[config.mk]
export PLATFORM = sky130hd
export DESIGN_NAME = regfile_scoreboard
export DESIGN_NICKNAME = d
export VERILOG_FILES = /design/src/rtl/regfile_scoreboard.sv
export SDC_FILE = /design/constraint.sdc
export NUM_CORES = 1
export LEC_CHECK = 0
export BUFFER_PORTS_ARGS = -buffer_cell sky130_fd_sc_hd__clkbuf_2
export CORE_ASPECT_RATIO = 1.2
export CORE_MARGIN = 10
export CORE_UTILIZATION = 45
export DETAILED_ROUTE_END_ITERATION = 8
export PLACE_DENSITY = 0.65
export SETUP_SLACK_MARGIN = 0.1
export SYNTH_ARGS = -nofsm -noshare
export SYNTH_HDL_FRONTEND = slang
export SYNTH_SLANG_ARGS = --single-unit
[constraint.sdc]
create_clock -name clk -period 8.04 [get_ports clk]
set_input_delay 1.608 -clock clk [delete_from_list [all_inputs] [get_ports clk]]
set_output_delay 1.608 -clock clk [all_outputs]
set_load 0.02 [all_outputs]
[src/rtl/regfile_scoreboard.sv]
// Destination-register one-hot decoder and saturating pending-write scoreboard.
// Define SB_ZERO_REG_EN to treat register 0 as the hardwired $zero register (never tracked).
module regfile_scoreboard #(
   parameter int ADDR_W = 5,
   parameter int CNT_W  = 2
) (
   input  logic                     clk,
   input  logic                     rst,
   input  logic                     iss_valid,
   input  logic [ADDR_W-1:0]        iss_addr,
   output logic                     iss_ready,
   output logic [(2**ADDR_W)-1:0]   iss_onehot,
   input  logic                     wb_valid,
   input  logic [ADDR_W-1:0]        wb_addr,
   input  logic [ADDR_W-1:0]        rs_addr,
   input  logic [ADDR_W-1:0]        rt_addr,
   output logic                     rs_busy,
   output logic                     rt_busy,
   output logic [(2**ADDR_W)-1:0]   busy_vec,
   output logic                     err
);
   localparam int NREG = 2**ADDR_W;
   localparam logic [CNT_W-1:0] CNT_MAX = '1;
`ifdef SB_ZERO_REG_EN
   localparam bit ZERO_REG = 1'b1;
`else
   localparam bit ZERO_REG = 1'b0;
`endif

   logic [CNT_W-1:0] count_q [NREG];
   logic [CNT_W-1:0] count_d [NREG];
   logic             err_q;
   logic             err_set;
   logic             iss_fire;
   logic [NREG-1:0]  wb_onehot;
   logic [NREG-1:0]  fire_onehot;

   always_comb begin
      iss_onehot = '0;
      wb_onehot  = '0;
      busy_vec   = '0;
      for (int i = 0; i < NREG; i++) begin
         iss_onehot[i] = iss_valid && (iss_addr == ADDR_W'(i));
         wb_onehot[i]  = wb_valid && (wb_addr == ADDR_W'(i));
         busy_vec[i]   = (count_q[i] != '0) && !(ZERO_REG && i == 0);
      end
   end

   // A writeback to the same register frees a slot in the same cycle, so a full counter may still accept.
   always_comb begin
      iss_ready = !((count_q[iss_addr] == CNT_MAX) && !(wb_valid && (wb_addr == iss_addr)));
      if (ZERO_REG && (iss_addr == '0)) iss_ready = 1'b1;
   end

   assign iss_fire    = iss_valid && iss_ready;
   assign fire_onehot = iss_fire ? iss_onehot : '0;

   always_comb begin
      err_set = 1'b0;
      for (int i = 0; i < NREG; i++) begin
         count_d[i] = count_q[i];
         if (fire_onehot[i] && !wb_onehot[i]) begin
            if (count_q[i] != CNT_MAX) count_d[i] = count_q[i] + CNT_W'(1);
         end else if (wb_onehot[i] && !fire_onehot[i]) begin
            if (count_q[i] != '0) count_d[i] = count_q[i] - CNT_W'(1);
         end
         if (wb_onehot[i] && (count_q[i] == '0) && !(ZERO_REG && i == 0)) err_set = 1'b1;
         if (ZERO_REG && i == 0) count_d[i] = '0;
      end
   end

   always_ff @(posedge clk) begin
      if (rst) begin
         for (int i = 0; i < NREG; i++) count_q[i] <= '0;
         err_q <= 1'b0;
      end else begin
         count_q <= count_d;
         err_q   <= err_q | err_set;
      end
   end

   assign rs_busy = busy_vec[rs_addr];
   assign rt_busy = busy_vec[rt_addr];
   assign err     = err_q;
endmodule

==> results.sh, run 1 <==
export IMPL_die_y_um=146
export IMPL_final_hold_viol_count=0
export IMPL_dieWidth_um=125
export IMPL_setup_violations=0
export IMPL_critPathRequiredTime_ns=6.43
export IMPL_fin_skew_ns=0.00871
export IMPL_synth_edff_count=0
export IMPL_status="finished, final reports clean"
export IMPL_dp_hpwl_mm=17.0
export IMPL_cts_sink_count=65
export IMPL_leakagePower_nw=2.43
export IMPL_postCtsHoldBufs=0
export IMPL_finalCritPeriodShare=0.681
export IMPL_most_common_layout_cells="nor2_1, clkbuf_2, dfxtp_1"
export IMPL_nFillCells=1269
export IMPL_grt_util_all_layers=0.233
export IMPL_dr_pass1_iters=5
export IMPL_grt_pass1_wl_mm=34.3
export IMPL_nets=848
export IMPL_whs_path_depth=1
export IMPL_die_area_um2=18200
export IMPL_cts_tree="built"
export IMPL_io_pins=92
export IMPL_globalplace_congestion=0.910
export IMPL_place_inst=977
export IMPL_layoutNonFillerInstCount=994
export IMPL_core_um2=12800
export IMPL_critPathLaunchType="input port"
export IMPL_post_cts_buffers=0
export IMPL_finalSetupTns_ns=0
export IMPL_slew_headroom=0.234
export IMPL_setup_ws_ns=2.57
export IMPL_area_growth_pct=13.3
export IMPL_num_rows=45
export IMPL_timing_worst_setup_path_type="in -> out"
export IMPL_drive_gt1_frac=0.222
export IMPL_power_total_mw=0.851
export IMPL_ant_nets=0
export IMPL_io_buffers=91
export IMPL_antenna_found_initial=1
export IMPL_first_global_vias=6221
export IMPL_netlist_area_um2=5920
export IMPL_dr_first_iter_drc_count=702
export IMPL_cts_resized=0
export IMPL_crit_arrival_ns=3.87
export IMPL_post_route_min_period_ns=5.47
export IMPL_cts_root_buf="clkbuf_16"
export IMPL_ys_warn_count=0
export IMPL_endpoint_kind="output pin"
export IMPL_grt_overflow=0
export IMPL_wl_mm=22.2
export IMPL_wl_per_cell_um=22.3
export IMPL_numCtsBuffers=9
export IMPL_fmaxAchievable_mhz=183
export IMPL_cts_htree_levels=3
export IMPL_ir_worst_vdd_v=0.0000975
export IMPL_clk_latency_ns=0.35
export IMPL_num_vias=6389
export IMPL_drc_errors=0
export IMPL_timing_final_max_slew_violations=0
export IMPL_min_path_type="reg -> reg"
export IMPL_path_clk_slew_ns=0.06
export IMPL_synth_sequential_area_ratio=0.220
export IMPL_post_place_ws_ns=2.55
export IMPL_rsz0062_at_grt="false"
export IMPL_ys_types=64
export IMPL_reg2regPathDepth=7
export IMPL_synthCells=763
export IMPL_synth_seq_cells=65
export IMPL_powerDensity_nw_per_um2=127
export IMPL_vias_per_cell=6.43
export IMPL_cap_violations=0
export IMPL_avgSynthCellArea_um2=7.75
export IMPL_grt_max_degree=105
export IMPL_ys_async_sr_fraction=0
export IMPL_synth_ff_type="dfxtp_1"
export IMPL_critPathMaxFanout=35
export IMPL_initial_core_util=0.463
export IMPL_tightest_slew_ns=1.15
export IMPL_clock_path_buffers=2
export IMPL_syn_nets=787
export IMPL_mostFrequentLayoutCell="nor2_1"
worst paths after layout:
kind	from	end	slack, ns
min reg2reg	count_q[62]	count_q[62]	0.53
min	count_q[62]	count_q[62]	0.53
max	iss_addr[0]	iss_ready	2.57
max reg2reg	count_q[14]	count_q[13]	5.07
logic make-up after synthesis:
| group | synth area share |
|---|---|
| and+or+nand+nor | 0.283 |
| xor gates and xnor gates | 0.0415 |
| AOI/OAI and AO/OA | 0.276 |
| muxes | 0.112 |
| buffers and inverters | 0.0675 |
| DFF | 0.220 |
where the power goes:
part | total (mW) | internal, mW | leakage (nW) | switching, mW
sequential | 0.328 | 0.325 | 0.524 | 0.00325
clock | 0.402 | 0.248 | 0.144 | 0.155
combinational | 0.121 | 0.0374 | 1.77 | 0.0832
total | 0.851 | 0.610 | 2.43 | 0.241
synthesized netlist by cell type, types with 9 or more instances:
master	instances	area, um^2
nand2_1	64	240
a31oi_1	25	156
a221oi_2	13	195
and2_1	17	106
clkbuf_1	28	105
o21ai_0	38	190
nor2b_1	19	119
mux2i_1	9	90.1
xor2_1	14	123
o32ai_1	19	166
nand4_1	16	100
a221oi_1	10	87.6
nor3_1	15	75.1
nor2_1	93	349
inv_1	50	188
or3b_2	13	114
a21oi_1	47	235
dfxtp_1	65	1300
buf_2	12	60.1
nand2b_1	39	244
mux4_2	25	563
a21boi_2	9	101
xnor2_1	14	123
sequential cells by signal, indices dropped and copies added, names as in the netlist:
| signal | flops |
|---|---|
| err | 1 |
| count_q | 64 |
worst max-delay path, stage by stage:
cell,delay (ns)
clkbuf_2,0.42
xor2_1,0.31
nor4_1,0.27
nand3_1,0.64
o21ai_0,0.37
clkbuf_2,0.23
metrics by stage:
stage | utilization | hold slack [ns] | cell area [um^2]
finish | 0.524 | 0.527 | 6700
global route | 0.524 | 0.551 | 6700
CTS | 0.524 | 0.521 | 6700
detailed placement | 0.502 | 0.514 | 6410
floorplan | - | 0.482 | 5920
global placement | 0.502 | 0.497 | 6410
per-layer routing:
metal / GRT usage / up-vias / wire (um)
met3: 0.0378 / 58 / 1450
met2: 0.397 / 270 / 11100
met5: 0 / - / 0
met1: 0.268 / 3112 / 8550
met4: 0.139 / 0 / 1120
li1: - / 2949 / -
layout make-up:
cell class                      count  area [um^2]  share of cell area
Multi-Input combinational cell    601         4220               0.629
Antenna cell                        1         2.50            0.000373
Clock buffer                       13          250              0.0373
Inverter                           50          188              0.0280
Tap cell                          164          205              0.0306
Clock inverter                      3         40.0             0.00597
Sequential cell                    65         1300               0.194
Timing Repair Buffer               97          500              0.0747
Note: power is estimated with default switching activity, not from simulation.
==> run 2: changes to the inputs <==
--- a/config.mk
+++ b/config.mk
@@ -10,7 +10,7 @@
 export CORE_MARGIN = 10
 export CORE_UTILIZATION = 45
 export DETAILED_ROUTE_END_ITERATION = 8
-export PLACE_DENSITY = 0.65
+export PLACE_DENSITY = 0.67
 export SETUP_SLACK_MARGIN = 0.1
 export SYNTH_ARGS = -nofsm -noshare
 export SYNTH_HDL_FRONTEND = slang
==> constraint.sdc (replaced) <==
create_clock -name clk -period 4.6 [get_ports clk]
set_input_delay 0.92 -clock clk [delete_from_list [all_inputs] [get_ports clk]]
set_output_delay 0.92 -clock clk [all_outputs]
set_load 0.02 [all_outputs]
==> results.sh, run 2 (synthesis gave the netlist of run 1 again) <==
export IMPL_r2r_start="count_q[14]"
export IMPL_regArea_um2=1300
export IMPL_globalplace_congestion=0.965
export IMPL_initial_core_util=0.463
export IMPL_antenna_found_initial=0
export IMPL_timing_final_max_slew_violations=0
export IMPL_endpoint_kind="output pin"
export IMPL_dr_pass1_iters=5
export IMPL_clk_latency_ns=0.34
export IMPL_dieWidth_um=125
export IMPL_wl_per_cell_um=22.1
export IMPL_dp_hpwl_mm=17.2
export IMPL_cts_tree="built"
export IMPL_grt_util_all_layers=0.232
export IMPL_crit_start="iss_addr[2]"
export IMPL_setup_violations=0
export IMPL_num_rows=45
export IMPL_ant_nets=0
export IMPL_first_global_vias=6244
export IMPL_drive_gt1_frac=0.231
export IMPL_most_common_layout_cells="nor2_1, clkbuf_2, dfxtp_1"
export IMPL_nFillCells=1230
export IMPL_cts_root_buf="clkbuf_16"
export IMPL_finalCritPeriodShare=0.845
export IMPL_crit_chain="clkbuf_2 -> or4bb_1 -> a41oi_1 -> a211oi_1 -> a311oi_1 -> o21ai_0 -> clkbuf_2"
export IMPL_finalSetupTns_ns=0
export IMPL_status="finished, final reports clean"
export IMPL_mostFrequentLayoutCell="nor2_1"
export IMPL_cts_sink_count=65
export IMPL_post_cts_buffers=0
export IMPL_power_total_mw=1.46
export IMPL_io_buffers=91
export IMPL_largest_register_ff_count=64
export IMPL_leakagePower_nw=2.47
export IMPL_multi_input_area_um2=4220
export IMPL_dr_first_iter_drc_count=800
export IMPL_grt_overflow=0
export IMPL_post_place_ws_ns=0.759
export IMPL_fin_skew_ns=0.00986
export IMPL_cts_htree_levels=3
export IMPL_fmaxAchievable_mhz=257
export IMPL_timing_hold_ws_ns=0.524
export IMPL_crit_arrival_ns=2.97
export IMPL_grt_max_degree=38
export IMPL_antennaDiodeCount=0
export IMPL_cp_slowest_cell="or4bb_1"
export IMPL_vias_per_cell=6.44
export IMPL_critPathRequiredTime_ns=3.68
export IMPL_numCtsBuffers=9
export IMPL_tightest_slew_ns=0.815
export IMPL_final_hold_viol_count=0
export IMPL_rsz0062_at_grt="false"
export IMPL_slew_headroom=0.453
export IMPL_nets=857
export IMPL_clock_path_buffers=2
export IMPL_hp_start="count_q[38]"
export IMPL_layoutNonFillerInstCount=1001
export IMPL_slowest_delay_ns=0.59
export IMPL_die_y_um=146
export IMPL_powerDensity_nw_per_um2=217
export IMPL_path_clk_slew_ns=0.06
export IMPL_wl_mm=22.1
export IMPL_drc_errors=0
export IMPL_min_path_type="reg -> reg"
export IMPL_setup_ws_ns=0.715
export IMPL_cts_resized=0
export IMPL_num_vias=6450
export IMPL_ir_worst_vdd_v=0.000191
export IMPL_cap_violations=0
export IMPL_die_area_um2=18200
export IMPL_grt_pass1_wl_mm=34.6
export IMPL_post_route_min_period_ns=3.89
export IMPL_place_inst=986
export IMPL_critPathLaunchType="input port"
export IMPL_top_register="count_q"
export IMPL_area_growth_pct=14.2
export IMPL_timing_worst_setup_path_type="in -> out"
export IMPL_postLayoutCellArea_um2=6760
export IMPL_critPathMaxFanout=27
export IMPL_core_um2=12800
export IMPL_io_pins=92
export IMPL_final_util=0.529
export IMPL_postCtsHoldBufs=0
export IMPL_cp_common_cell="clkbuf_2"
export IMPL_dpl_cell_area_um2=6480
==> run 2: metal layers <==
metal,global-route usage,share of wire,vias up
met1,0.269,0.39,3116
met5,0,0,-
met2,0.397,0.50,314
met3,0.0375,0.067,64
met4,0.124,0.045,0
li1,-,-,2956
==> run 2: layout make-up <==
cell class	instances	share of cell area
inverters	50	0.0278
well taps	164	0.0304
clock inverters	4	0.00667
multi-input cells	601	0.624
flip-flops and latches	65	0.193
clock buffers	11	0.0345
repair buffers	106	0.0841
==> run 2: power by group <==
part	switching (mW)	total (mW)	internal [mW]
Sequential	0.00559	0.574	0.568
Combinational	0.147	0.216	0.0693
Clock	0.260	0.674	0.414
Total	0.413	1.46	1.05
==> run 2: final timing paths <==
check | endpoint | slack, ns | cells past startpoint
setup / recovery | iss_ready | 0.71 | 7
hold / removal | count_q[38] | 0.52 | 1
setup reg to reg | count_q[10] | 1.72 | 7
hold reg to reg | count_q[38] | 0.52 | 1
==> run 2: critical path: cells and delay by family <==
kind | cells | cell delay (ns)
AOI/OAI and AO/OA | 4 | 0.88
buffers and inverters | 2 | 0.55
and+or+nand+nor | 1 | 0.59
==> run 3: changes to the inputs <==
--- a/config.mk
+++ b/config.mk
@@ -10,7 +10,7 @@
 export CORE_MARGIN = 10
 export CORE_UTILIZATION = 45
 export DETAILED_ROUTE_END_ITERATION = 8
-export PLACE_DENSITY = 0.67
+export PLACE_DENSITY = 0.65
 export SETUP_SLACK_MARGIN = 0.1
 export SYNTH_ARGS = -nofsm -noshare
 export SYNTH_HDL_FRONTEND = slang
==> constraint.sdc (replaced) <==
create_clock -name clk -period 3.8 [get_ports clk]
set_input_delay 0.76 -clock clk [delete_from_list [all_inputs] [get_ports clk]]
set_output_delay 0.76 -clock clk [all_outputs]
set_load 0.02 [all_outputs]
==> results.sh, run 3 (synthesis gave the netlist of run 1 again) <==
export IMPL_fmaxAchievable_mhz=288
export IMPL_ant_nets=0
export IMPL_drive_gt1_frac=0.241
export IMPL_ir_worst_vdd_v=0.000227
export IMPL_rrSetupSlack_ns=0.81
export IMPL_critPathLaunchType="input port"
export IMPL_dp_hpwl_mm=17.7
export IMPL_clock_path_buffers=2
export IMPL_finalCritPeriodShare=0.913
export IMPL_p_sw_mw=0.509
export IMPL_nFillCells=1244
export IMPL_slew_headroom=0.220
export IMPL_most_common_layout_cells="nor2_1, clkbuf_2, dfxtp_1"
export IMPL_status="finished, final reports clean"
export IMPL_fin_skew_ns=0.00800
export IMPL_final_util=0.533
export IMPL_tightest_slew_ns=1.17
export IMPL_core_um2=12800
export IMPL_final_hold_viol_count=0
export IMPL_powerDensity_nw_per_um2=255
export IMPL_cp_common_cell="buf_4"
export IMPL_vias_per_cell=6.34
export IMPL_path_clk_slew_ns=0.06
export IMPL_drc_errors=0
export IMPL_top_register="count_q"
export IMPL_critPathRequiredTime_ns=4.04
export IMPL_min_path_type="reg -> reg"
export IMPL_die_y_um=146
export IMPL_cap_violations=0
export IMPL_whs_path_depth=2
export IMPL_numCtsBuffers=9
export IMPL_setup_violations=0
export IMPL_num_rows=45
export IMPL_endpoint_kind="register"
export IMPL_pwr_share_seq=0.400
export IMPL_leakagePower_nw=2.51
export IMPL_crit_chain="clkbuf_2 -> buf_4 -> nand4_1 -> a41oi_1 -> a211oi_2 -> o311a_1 -> buf_4 -> a31oi_1 -> a221oi_1"
export IMPL_postCtsHoldBufs=0
export IMPL_reg2regPathDepth=7
export IMPL_antenna_found_initial=1
export IMPL_cts_tree="built"
export IMPL_grt_util_all_layers=0.238
export IMPL_dr_first_iter_drc_count=625
export IMPL_cp_slowest_cell="a211oi_2"
export IMPL_globalplace_congestion=0.971
export IMPL_intPower_mw=1.23
export IMPL_io_buffers=91
export IMPL_critPathMaxFanout=42
export IMPL_initial_core_util=0.463
export IMPL_first_global_vias=6332
export IMPL_timing_hold_ws_ns=0.521
export IMPL_place_inst=996
export IMPL_timing_final_max_slew_violations=0
export IMPL_largest_register_ff_count=64
export IMPL_post_cts_buffers=0
export IMPL_layoutNonFillerInstCount=1011
export IMPL_antennaDiodeCount=0
export IMPL_clk_latency_ns=0.34
export IMPL_rsz0062_at_grt="false"
export IMPL_dr_pass1_iters=5
export IMPL_io_pins=92
export IMPL_wl_mm=22.6
export IMPL_dieWidth_um=125
export IMPL_p_comb_frac=0.153
export IMPL_timing_worst_setup_path_type="in -> reg"
export IMPL_grt_overflow=0
export IMPL_nets=867
export IMPL_cts_sink_count=65
export IMPL_post_route_min_period_ns=3.47
export IMPL_p_sw_frac=0.293
export IMPL_die_area_um2=18200
export IMPL_mostFrequentLayoutCell="nor2_1"
export IMPL_finalSetupTns_ns=0
export IMPL_cts_htree_levels=3
export IMPL_slowest_delay_ns=0.99
export IMPL_cts_root_buf="clkbuf_16"
export IMPL_crit_arrival_ns=3.71
export IMPL_grt_pass1_wl_mm=35.1
export IMPL_area_growth_pct=15.2
export IMPL_grt_max_degree=43
export IMPL_wl_per_cell_um=22.3
export IMPL_cts_resized=0
export IMPL_power_frac_clock=0.447
export IMPL_num_vias=6409
run 3: metrics by stage:
step | instance area, um^2 | worst slack, ns | total power [mW]
floorplan | 5920 | 0.462 | 0.884
global placement | 6550 | 0.261 | 0.961
detailed placement | 6550 | 0.0649 | 0.968
CTS | 6820 | 0.406 | 1.73
global route | 6820 | 0.105 | 1.78
finish | 6820 | 0.329 | 1.74
run 3: worst max-delay path: cells and delay by family:
family          cells  cell delay (ns)
compound gates      5             1.93
buf+inv             3             0.90
simple gates        1             0.09
run 3: area by class of cell:
cell class              instances  area, um^2  share of cell area
inverters                      50         188              0.0275
clock buffers                  11         243              0.0356
repair buffers                116         643              0.0944
clock inverters                 4        20.0             0.00294
well taps                     164         205              0.0301
multi-input cells             601        4220               0.619
flip-flops and latches         65        1300               0.191
run 3: metal layers:
layer | up-vias | wire length [um] | global-route usage
li1 | 2985 | - | -
met1 | 3104 | 8880 | 0.275
met2 | 261 | 11200 | 0.405
met3 | 57 | 1380 | 0.0418
met4 | 2 | 1040 | 0.128
met5 | - | 13 | 0
run 3: final timing paths:
check / startpoint / to
worst min-delay path: count_q[33] / count_q[33]
worst max register to register: count_q[22] / count_q[6]
worst max-delay path: iss_addr[2] / count_q[6]
worst min register to register: count_q[33] / count_q[33]
run 3: power by group through the flow:
stage	Combinational, mW	Sequential, mW	Clock [mW]
final	0.265	0.695	0.776
after floorplan	0.175	0.709	0
after CTS	0.260	0.694	0.776
after detailed placement	0.259	0.709	0
after global placement	0.253	0.709	0
after global routing	0.282	0.695	0.805
